===== src/rtl/iter_div_pkg.sv =====
// iter_div_pkg: widths, state encoding and the conditional-negate helper
// shared by the iterative radix-2 restoring divider.
package iter_div_pkg;

    // Datapath width and iteration counter width (32 steps, counted 31..0)
    localparam int DIV_W     = 32;
    localparam int DIV_CNT_W = 5;

    // Counter value loaded on start so that CALC lasts exactly DIV_W cycles
    localparam logic [DIV_CNT_W-1:0] DIV_LAST_CNT = DIV_CNT_W'(DIV_W - 1);

    // Quotient returned for any divide by zero, regardless of signedness
    localparam logic [DIV_W-1:0] DIV_ZERO_QUO = 32'hFFFF_FFFF;

    // Controller states
    typedef enum logic [1:0] {
        IDLE = 2'd0,
        CALC = 2'd1,
        DONE = 2'd2
    } div_state_e;

    // Two's-complement negate when neg is set; used both to take operand
    // magnitudes on entry and to restore result signs on exit.
    function automatic logic [DIV_W-1:0] cond_neg(input logic [DIV_W-1:0] value,
                                                  input logic             neg);
        return neg ? -value : value;
    endfunction

endpackage


===== src/rtl/iter_div.sv =====
// iter_div: multi-cycle radix-2 restoring divider, responder end of the EX
// divide handshake. One start per 34 cycles; the result appears as a single
// dout_tvalid pulse 33 cycles after the accepting edge and is then held.
module iter_div
    import iter_div_pkg::*;
#(
    parameter bit SIGNED = 1'b1
) (
    input  logic               clk,
    input  logic               rst,
    input  logic               s_axis_dividend_tvalid,
    output logic               s_axis_dividend_tready,
    input  logic [DIV_W-1:0]   s_axis_dividend_tdata,
    input  logic               s_axis_divisor_tvalid,
    output logic               s_axis_divisor_tready,
    input  logic [DIV_W-1:0]   s_axis_divisor_tdata,
    output logic               m_axis_dout_tvalid,
    output logic [2*DIV_W-1:0] m_axis_dout_tdata
);

    div_state_e           state;
    div_state_e           state_next;
    logic [DIV_CNT_W-1:0] cnt;
    logic [DIV_W-1:0]     quo;
    logic [DIV_W-1:0]     rem;
    logic [DIV_W-1:0]     dvs;
    logic                 qneg;
    logic                 rneg;
    logic                 div_zero;

    logic                 start;
    logic                 last_step;
    logic                 dvd_neg;
    logic                 dvs_neg;
    logic                 dvs_zero;
    logic [DIV_W:0]       rem_shift;
    logic [DIV_W:0]       rem_diff;
    logic [DIV_W-1:0]     quo_step;
    logic [DIV_W-1:0]     rem_step;
    logic [DIV_W-1:0]     res_quo;
    logic [DIV_W-1:0]     res_rem;

    // Controller state register; reset aborts any operation in flight
    always_ff @(posedge clk or posedge rst) begin
        if (rst) begin
            state <= IDLE;
        end else begin
            state <= state_next;
        end
    end

    // Next-state: IDLE waits for both operands, CALC runs 32 steps, DONE is one cycle
    always_comb begin
        state_next = state;
        case (state)
            IDLE:    if (start) state_next = CALC;
            CALC:    if (cnt == '0) state_next = DONE;
            DONE:    state_next = IDLE;
            default: state_next = IDLE;
        endcase
    end

    // Controller outputs: a start is both treadys together, and the final CALC step
    always_comb begin
        start     = (state == IDLE) & s_axis_dividend_tvalid & s_axis_divisor_tvalid;
        last_step = (state == CALC) && (cnt == '0);
    end

    assign s_axis_dividend_tready = start;
    assign s_axis_divisor_tready  = start;

    // Operand classification at the start cycle: signs (signed mode only) and zero divisor
    always_comb begin
        dvd_neg  = SIGNED && s_axis_dividend_tdata[DIV_W-1];
        dvs_neg  = SIGNED && s_axis_divisor_tdata[DIV_W-1];
        dvs_zero = (s_axis_divisor_tdata == '0);
    end

    // One restoring step plus the sign fixup of the values that step produces;
    // the 33-bit subtract's borrow doubles as the compare result.
    always_comb begin
        rem_shift = {rem, quo[DIV_W-1]};
        rem_diff  = rem_shift - {1'b0, dvs};
        quo_step  = {quo[DIV_W-2:0], ~rem_diff[DIV_W]};
        rem_step  = rem_diff[DIV_W] ? rem_shift[DIV_W-1:0] : rem_diff[DIV_W-1:0];
        res_quo   = div_zero ? DIV_ZERO_QUO : cond_neg(quo_step, qneg);
        res_rem   = cond_neg(rem_step, rneg);
    end

    // Operand latch on start and shift/subtract iteration during CALC.
    // A zero divisor keeps the raw dividend so the remainder comes out untouched.
    always_ff @(posedge clk or posedge rst) begin
        if (rst) begin
            cnt      <= '0;
            quo      <= '0;
            rem      <= '0;
            dvs      <= '0;
            qneg     <= 1'b0;
            rneg     <= 1'b0;
            div_zero <= 1'b0;
        end else if (start) begin
            cnt <= DIV_LAST_CNT;
            rem <= '0;
            if (dvs_zero) begin
                quo      <= s_axis_dividend_tdata;
                dvs      <= '0;
                qneg     <= 1'b0;
                rneg     <= 1'b0;
                div_zero <= 1'b1;
            end else begin
                quo      <= cond_neg(s_axis_dividend_tdata, dvd_neg);
                dvs      <= cond_neg(s_axis_divisor_tdata, dvs_neg);
                qneg     <= dvd_neg ^ dvs_neg;
                rneg     <= dvd_neg;
                div_zero <= 1'b0;
            end
        end else if (state == CALC) begin
            quo <= quo_step;
            rem <= rem_step;
            cnt <= cnt - DIV_CNT_W'(1);
        end
    end

    // Result register: loaded on the edge entering DONE so the pulse and data
    // coincide in the DONE cycle; the data then holds until the next result.
    always_ff @(posedge clk or posedge rst) begin
        if (rst) begin
            m_axis_dout_tvalid <= 1'b0;
            m_axis_dout_tdata  <= '0;
        end else begin
            m_axis_dout_tvalid <= last_step;
            if (last_step) begin
                m_axis_dout_tdata <= {res_quo, res_rem};
            end
        end
    end

endmodule


===== config.mk =====
export PLATFORM = sky130hd
export DESIGN_NAME = iter_div
export DESIGN_NICKNAME = d
export VERILOG_FILES = /design/src/rtl/iter_div_pkg.sv /design/src/rtl/iter_div.sv
export SDC_FILE = /design/constraint.sdc
export NUM_CORES = 1
export LEC_CHECK = 0
export BUFFER_PORTS_ARGS = -buffer_cell sky130_fd_sc_hd__buf_2
export CAP_MARGIN = 0
export CORE_MARGIN = 5
export CORE_UTILIZATION = 30
export CTS_CLUSTER_SIZE = 12
export DETAILED_ROUTE_END_ITERATION = 10
export GPL_ROUTABILITY_DRIVEN = 1
export PLACE_DENSITY_LB_ADDON = 0.1
export RECOVER_POWER = 25
export SLEW_MARGIN = 20
export SYNTH_ARGS = -nofsm -noshare
export SYNTH_HDL_FRONTEND = slang
export SYNTH_SLANG_ARGS = --single-unit
export TNS_END_PERCENT = 20

===== constraint.sdc =====
create_clock -name clk -period 17.37 [get_ports clk]
set_input_delay 3.474 -clock clk [delete_from_list [all_inputs] [get_ports clk]]
set_output_delay 3.474 -clock clk [all_outputs]
set_load 0.01 [all_outputs]

==> results of run 1 <==
[synthesized netlist by cell type (31+ instances only)]
cell type / instances
dfrtp_1: 171
clkbuf_1: 60
ha_1: 38
a22oi_1: 31
nand3_1: 55
xnor2_1: 57
xor2_1: 86
nor2_1: 104
inv_1: 58
nand2_1: 110
o21ai_0: 161
a21oi_1: 96
[area by class of cell]
class / instances / area [um^2] / share of cell area
clock inverter: 12 / 148 / 0.0109
clock buffer: 20 / 447 / 0.0329
tap: 518 / 648 / 0.0478
timing repair buffer: 152 / 771 / 0.0568
sequential: 171 / 4280 / 0.315
antenna: 1 / 2.50 / 0.000184
multi-input combinational: 1097 / 7040 / 0.519
inverter: 61 / 230 / 0.0170
[power by group through the flow]
stage	clock [mW]	sequential [mW]	combinational [mW]
after global routing	0.433	0.697	2.13
after global placement	0	0.682	1.90
final	0.408	0.683	1.94
after CTS	0.421	0.675	1.91
after detailed placement	0	0.682	1.90
after floorplan	0	0.624	1.36
[worst max-delay path, stage by stage]
cell      delay (ns)
buf_2           0.10
nand3_1         0.07
clkbuf_1        1.03
inv_1           0.23
buf_2           0.23
[cells by family after synthesis]
group	share of synthesized area
AND/OR/NAND/NOR	0.180
adder cells (fa/ha/maj)	0.0418
XOR/XNOR	0.106
flip-flops	0.361
AO/OA/AOI/OAI	0.240
multiplexers	0.0250
buffers and inverters	0.0463
[layer usage]
layer | track usage | vias up | wire (um)
li1 | - | 5308 | -
met1 | 0.287 | 5222 | 21200
met2 | 0.251 | 269 | 16700
met3 | 0.0262 | 20 | 1750
met4 | 0.0324 | 0 | 364
met5 | 0 | - | 0
[state kept, by name, indices dropped and copies added, names as in the netlist]
name,flops
cnt,5
div_zero,1
dvs,32
m_axis_dout_tdata,64
m_axis_dout_tvalid,1
qneg,1
quo,32
rem,32
rneg,1
state,2
[per-stage QoR]
| stage | instances | area (um^2) |
|---|---|---|
| 6_report | 2032 | 13600 |
| 5_1_grt | 2032 | 13600 |
| 4_1_cts | 2031 | 13600 |
| 3_5_place_dp | 1999 | 13000 |
| 3_3_place_gp | 1999 | 13000 |
| 2_1_floorplan | 1407 | 11900 |
[worst max path at each step]
| stage | slack (ns) | end | from | cells past startpoint |
|---|---|---|---|---|
| floorplan | 9.25 | s_axis_divisor_tready | s_axis_divisor_tvalid | 6 |
| global placement | 9.60 | s_axis_dividend_tready | s_axis_divisor_tvalid | 5 |
| detailed placement | 9.63 | s_axis_dividend_tready | s_axis_divisor_tvalid | 5 |
| CTS | 9.62 | s_axis_dividend_tready | s_axis_divisor_tvalid | 5 |
| global route | 8.27 | m_axis_dout_tdata[30]$_DFFE_PP0P_ | quo[31]$_DFFE_PP0P_ | 22 |
| finish | 8.75 | s_axis_divisor_tready | s_axis_divisor_tvalid | 5 |
==> metrics.yaml, run 1 <==
outcome: "finished, violations left"
failed_checks: "max-capacitance violations, max-slew violations"
via_count: 10800
yosysTopAreaCellShare: 0.361
dieArea_um2: 43600
synth_seq_cells: 171
cts_hold_buffers: 0
cts_sinks: 171
cts_buffers: 17
globalplace.congestion: 0.871
ctsLongestPathBuffers: 2
min_period_ns: 8.62
startpoint_type: "input pin"
seq_area_frac_synth: 0.361
reg2reg_from: "quo[31]$_DFFE_PP0P_"
post_cts_buffers: 0
finalSetupTns_ns: 0
hold_class: "flip-flop to flip-flop"
p_sw_mw: 1.60
wire_per_inst_um: 19.7
p_int_mw: 1.44
r2r_slack_ns: 9.17
final_core_util: 0.349
die_w_um: 209
drt-total-wl_um: 40100
synth_nets: 1514
port_buffers: 134
layout_commonest_cell: "dfrtp_1"
leakagePower_nw: 5.75
fin_crit_sh: 0.496
cts_max_level: 4
reg2reg_depth: 22
max_freq_ghz: 0.116
critPathCaptureType: "output pin"
rsz0062_at_grt: "no"
setup_viol: 0
n_fill_cell: 4175
power_density_nw_per_um2: 224
pwr-share-clk: 0.135
synth_edf_count: 0
grt_max_degree: 75
vias_per_cell: 5.32
synthDistinctLibCells: 76
grt_pass1_wl_um: 62300
cts_root_buf: "clkbuf_16"
final.setup.worst_slack_ns: 8.75
finClkSkew_ns: 0.0178
path_clk_slew_ns: 0.07
hpwl_um: 30100
reg2reg_to: "m_axis_dout_tdata[30]$_DFFE_PP0P_"
critPathMaxFanout: 32
drc_errors: 0
seq_power_share: 0.225
finalMaxSlewViolations: 320
combPwrFrac: 0.640
hold_depth: 2
yosysWarnings: 0
cp.arrival_ns: 5.15
cp.required_ns: 13.90
peakVddDrop_uv: 84.6
synth_flop_cell: "dfrtp_1"
netlist_instances: 1407
hold_path_end: "m_axis_dout_tdata[18]$_DFFE_PP0P_"
dr.first_iter.drc_count: 696
cts-resized-gates: 0
grt_pass1_vias: 10200
final_cell_mix: "dfrtp_1 (171), o21ai_0 (161), buf_2 (124)"
ios: 135
cts_tree: "done"
swShare: 0.526
coreArea_um2: 38900
syn_to_final_growth_pct: 14.4
slew_headroom: -1.39
timing.final.hold_violations: 0
clkLatencyLatePin_ns: 0.45
power.total_mw: 3.03
avgSynthCellArea_um2: 8.43
hold_start: "m_axis_dout_tdata[18]$_DFFE_PP0P_"
rows: 72
hold_slack_ns: 0.473
worst_pin_slew_ns: 3.58
die_y_um: 209
yosysTopAreaCell: "dfrtp_1"
synthArstFlopShare: 1.00
layout.nets: 1607
start_util: 0.305
dp_slack_ns: 9.63
worstSetupPathType: "input pin to output pin"
ant_nets: 0
overflow: 0
track_usage: 0.178
drive_above_1_share: 0.132
first_pass_iters: 5
antenna_found_initial: 1
synthesis.area_um2: 11900
synth_area_leaders: "dfrtp_1 (36%), o21ai_0 (6.8%), xor2_1 (6.4%)"
cap_violations: 6
No activity file was read; power rests on OpenSTA's default activity.
==> run 2: changes to the inputs <==
==> constraint.sdc (replaced) <==
create_clock -name clk -period 8.19 [get_ports clk]
set_input_delay 1.638 -clock clk [delete_from_list [all_inputs] [get_ports clk]]
set_output_delay 1.638 -clock clk [all_outputs]
set_load 0.01 [all_outputs]
==> metrics.yaml, run 2 (synthesis gave the netlist of run 1 again) <==
diodes: 0  # -1
layout.nets: 1604  # -0.19%
outcome: "finished, violations left"
fin_crit_sh: 0.741
cts_tree: "done"
fin_cells: 2028  # -0.20%
die_w_um: 209  # unchanged
drt-total-wl_um: 42400  # +5.9%
via_count: 10900  # +0.69%
timing.final.hold_violations: 0  # unchanged
die_y_um: 209  # unchanged
layout_commonest_cell: "dfrtp_1"
antenna_found_initial: 0  # -1
hold_start: "m_axis_dout_tdata[25]$_DFFE_PP0P_"
dp_slack_ns: 2.24  # -7.39 ns
ios: 135  # unchanged
syn_to_final_growth_pct: 14.0
critPathCaptureType: "flip-flop"
drive_above_1_share: 0.136  # +0.00490
peakVddDrop_uv: 204  # +140%
placed_area_um2: 13000  # -0.17%
power_density_nw_per_um2: 473  # +110%
ant_nets: 0  # unchanged
hold_class: "flip-flop to flip-flop"
grt_pass1_vias: 10700  # +4.4%
grt_max_degree: 75  # unchanged
final.setup.worst_slack_ns: 2.12  # -6.63 ns
port_buffers: 134  # unchanged
first_pass_iters: 7  # +2
track_usage: 0.191  # +0.0130
wire_per_inst_um: 20.9  # +6.1%
reg2reg_depth: 20  # -9.1%
critPathMaxFanout: 49  # +53%
setup_viol: 0  # unchanged
ctsLongestPathBuffers: 2  # unchanged
worstSetupPathType: "flip-flop to flip-flop"
slew_headroom: -1.46  # -0.0696
overflow: 0  # unchanged
r2r_slack_ns: 2.12  # -7.05 ns
coreArea_um2: 38900  # unchanged
cts_hold_buffers: 0  # unchanged
final_cell_area_um2: 13500  # -0.38%
min_period_ns: 6.07
cp.arrival_ns: 6.28  # +1.13 ns
final_cell_mix: "dfrtp_1 (171), o21ai_0 (161), buf_2 (132)"
reg2reg_from: "rem[14]$_DFFE_PP0P_"
grt_pass1_wl_um: 65900  # +5.8%
dr.first_iter.drc_count: 695  # -0.14%
vias_per_cell: 5.37  # +0.89%
rsz0062_at_grt: "no"
cts-resized-gates: 0  # unchanged
cts_max_level: 4  # unchanged
finalMaxSlewViolations: 292  # -8.8%
path_clk_slew_ns: 0.07  # about the same
placed_cells: 1996  # -0.15%
max_freq_ghz: 0.165
cts_root_buf: "clkbuf_16"
endpoint: "m_axis_dout_tdata[30]$_DFFE_PP0P_"
final_core_util: 0.347  # -0.00132
largest_reg_flops: 64  # unchanged
cp.required_ns: 8.40  # -5.50 ns
power.total_mw: 6.39  # +110%
regMostFlops: "m_axis_dout_tdata"
finClkSkew_ns: 0.0127  # -0.00511 ns
failed_checks: "max-capacitance violations, max-slew violations"
cts_sinks: 171  # unchanged
startpoint_type: "flip-flop"
start_util: 0.305  # unchanged
hpwl_um: 31500  # +4.6%
clkLatencyLatePin_ns: 0.45  # about the same
cp-startpoint: "rem[14]$_DFFE_PP0P_"
globalplace.congestion: 0.916  # +5.2%
rows: 72  # unchanged
hold_slack_ns: 0.474  # +0.00127 ns
drc_errors: 0  # unchanged
cts_buffers: 17  # unchanged
post_cts_buffers: 0  # unchanged
finalSetupTns_ns: 0  # unchanged
worst_pin_slew_ns: 3.69  # +0.104 ns
cap_violations: 5  # -1
dieArea_um2: 43600  # unchanged
leakagePower_nw: 5.75  # about the same
reg2reg_to: "m_axis_dout_tdata[30]$_DFFE_PP0P_"
run 2: cell types whose count changed in the layout (fill, tap and decap cells not counted), moves of 2 or more:
cell	previous run	this run
clkinv_2	0	3
buf_2	124	132
clkbuf_1	18	9
inv_6	6	4
run 2: metal layers:
layer,part of all wire,up-vias,track usage
met3,0.037,27,0.0232
met2,0.42,271,0.276
met4,0.013,0,0.0403
li1,-,5308,-
met5,0,-,0
met1,0.53,5288,0.303
run 2: critical path: stages (launching register included):
cell,delay [ns]
dfrtp_1,0.48
ha_1,0.53
nor2_1,0.09
a311o_1,0.33
or4_1,0.56
a21oi_1,0.15
o21ai_1,0.32
nand2_2,0.19
buf_4,0.57
nand2_1,0.10
o21ai_0,0.16
ha_1,0.25
nand2_1,0.06
a21oi_1,0.18
nand4b_1,0.22
or3_1,0.39
o41a_1,0.32
a2111oi_0,0.43
nor3_1,0.09
a311oi_1,0.24
o311ai_0,0.16
run 2: power breakdown:
part	leakage (nW)	total, mW	internal (mW)	switching, mW
clock network	0.264	0.800	0.423	0.377
logic	3.43	4.16	1.43	2.73
registers	2.06	1.43	1.11	0.317
run 2: final cells by class:
class / instances / area (um^2)
clock buffers: 20 / 437
clock inverters: 12 / 114
fillers: 4212 / 25400
inverters: 61 / 230
multi-input cells: 1097 / 7040
flip-flops and latches: 171 / 4280
well taps: 518 / 648
repair buffers: 149 / 766
run 2: worst min-delay path by stage:
stage | cells after the start | to
6_report | 2 | m_axis_dout_tdata[25]$_DFFE_PP0P_
5_1_grt | 2 | m_axis_dout_tdata[24]$_DFFE_PP0P_
4_1_cts | 2 | m_axis_dout_tdata[26]$_DFFE_PP0P_
3_5_place_dp | 2 | m_axis_dout_tdata[26]$_DFFE_PP0P_
3_3_place_gp | 2 | m_axis_dout_tdata[49]$_DFFE_PP0P_
2_1_floorplan | 2 | dvs[26]$_DFFE_PP0P_
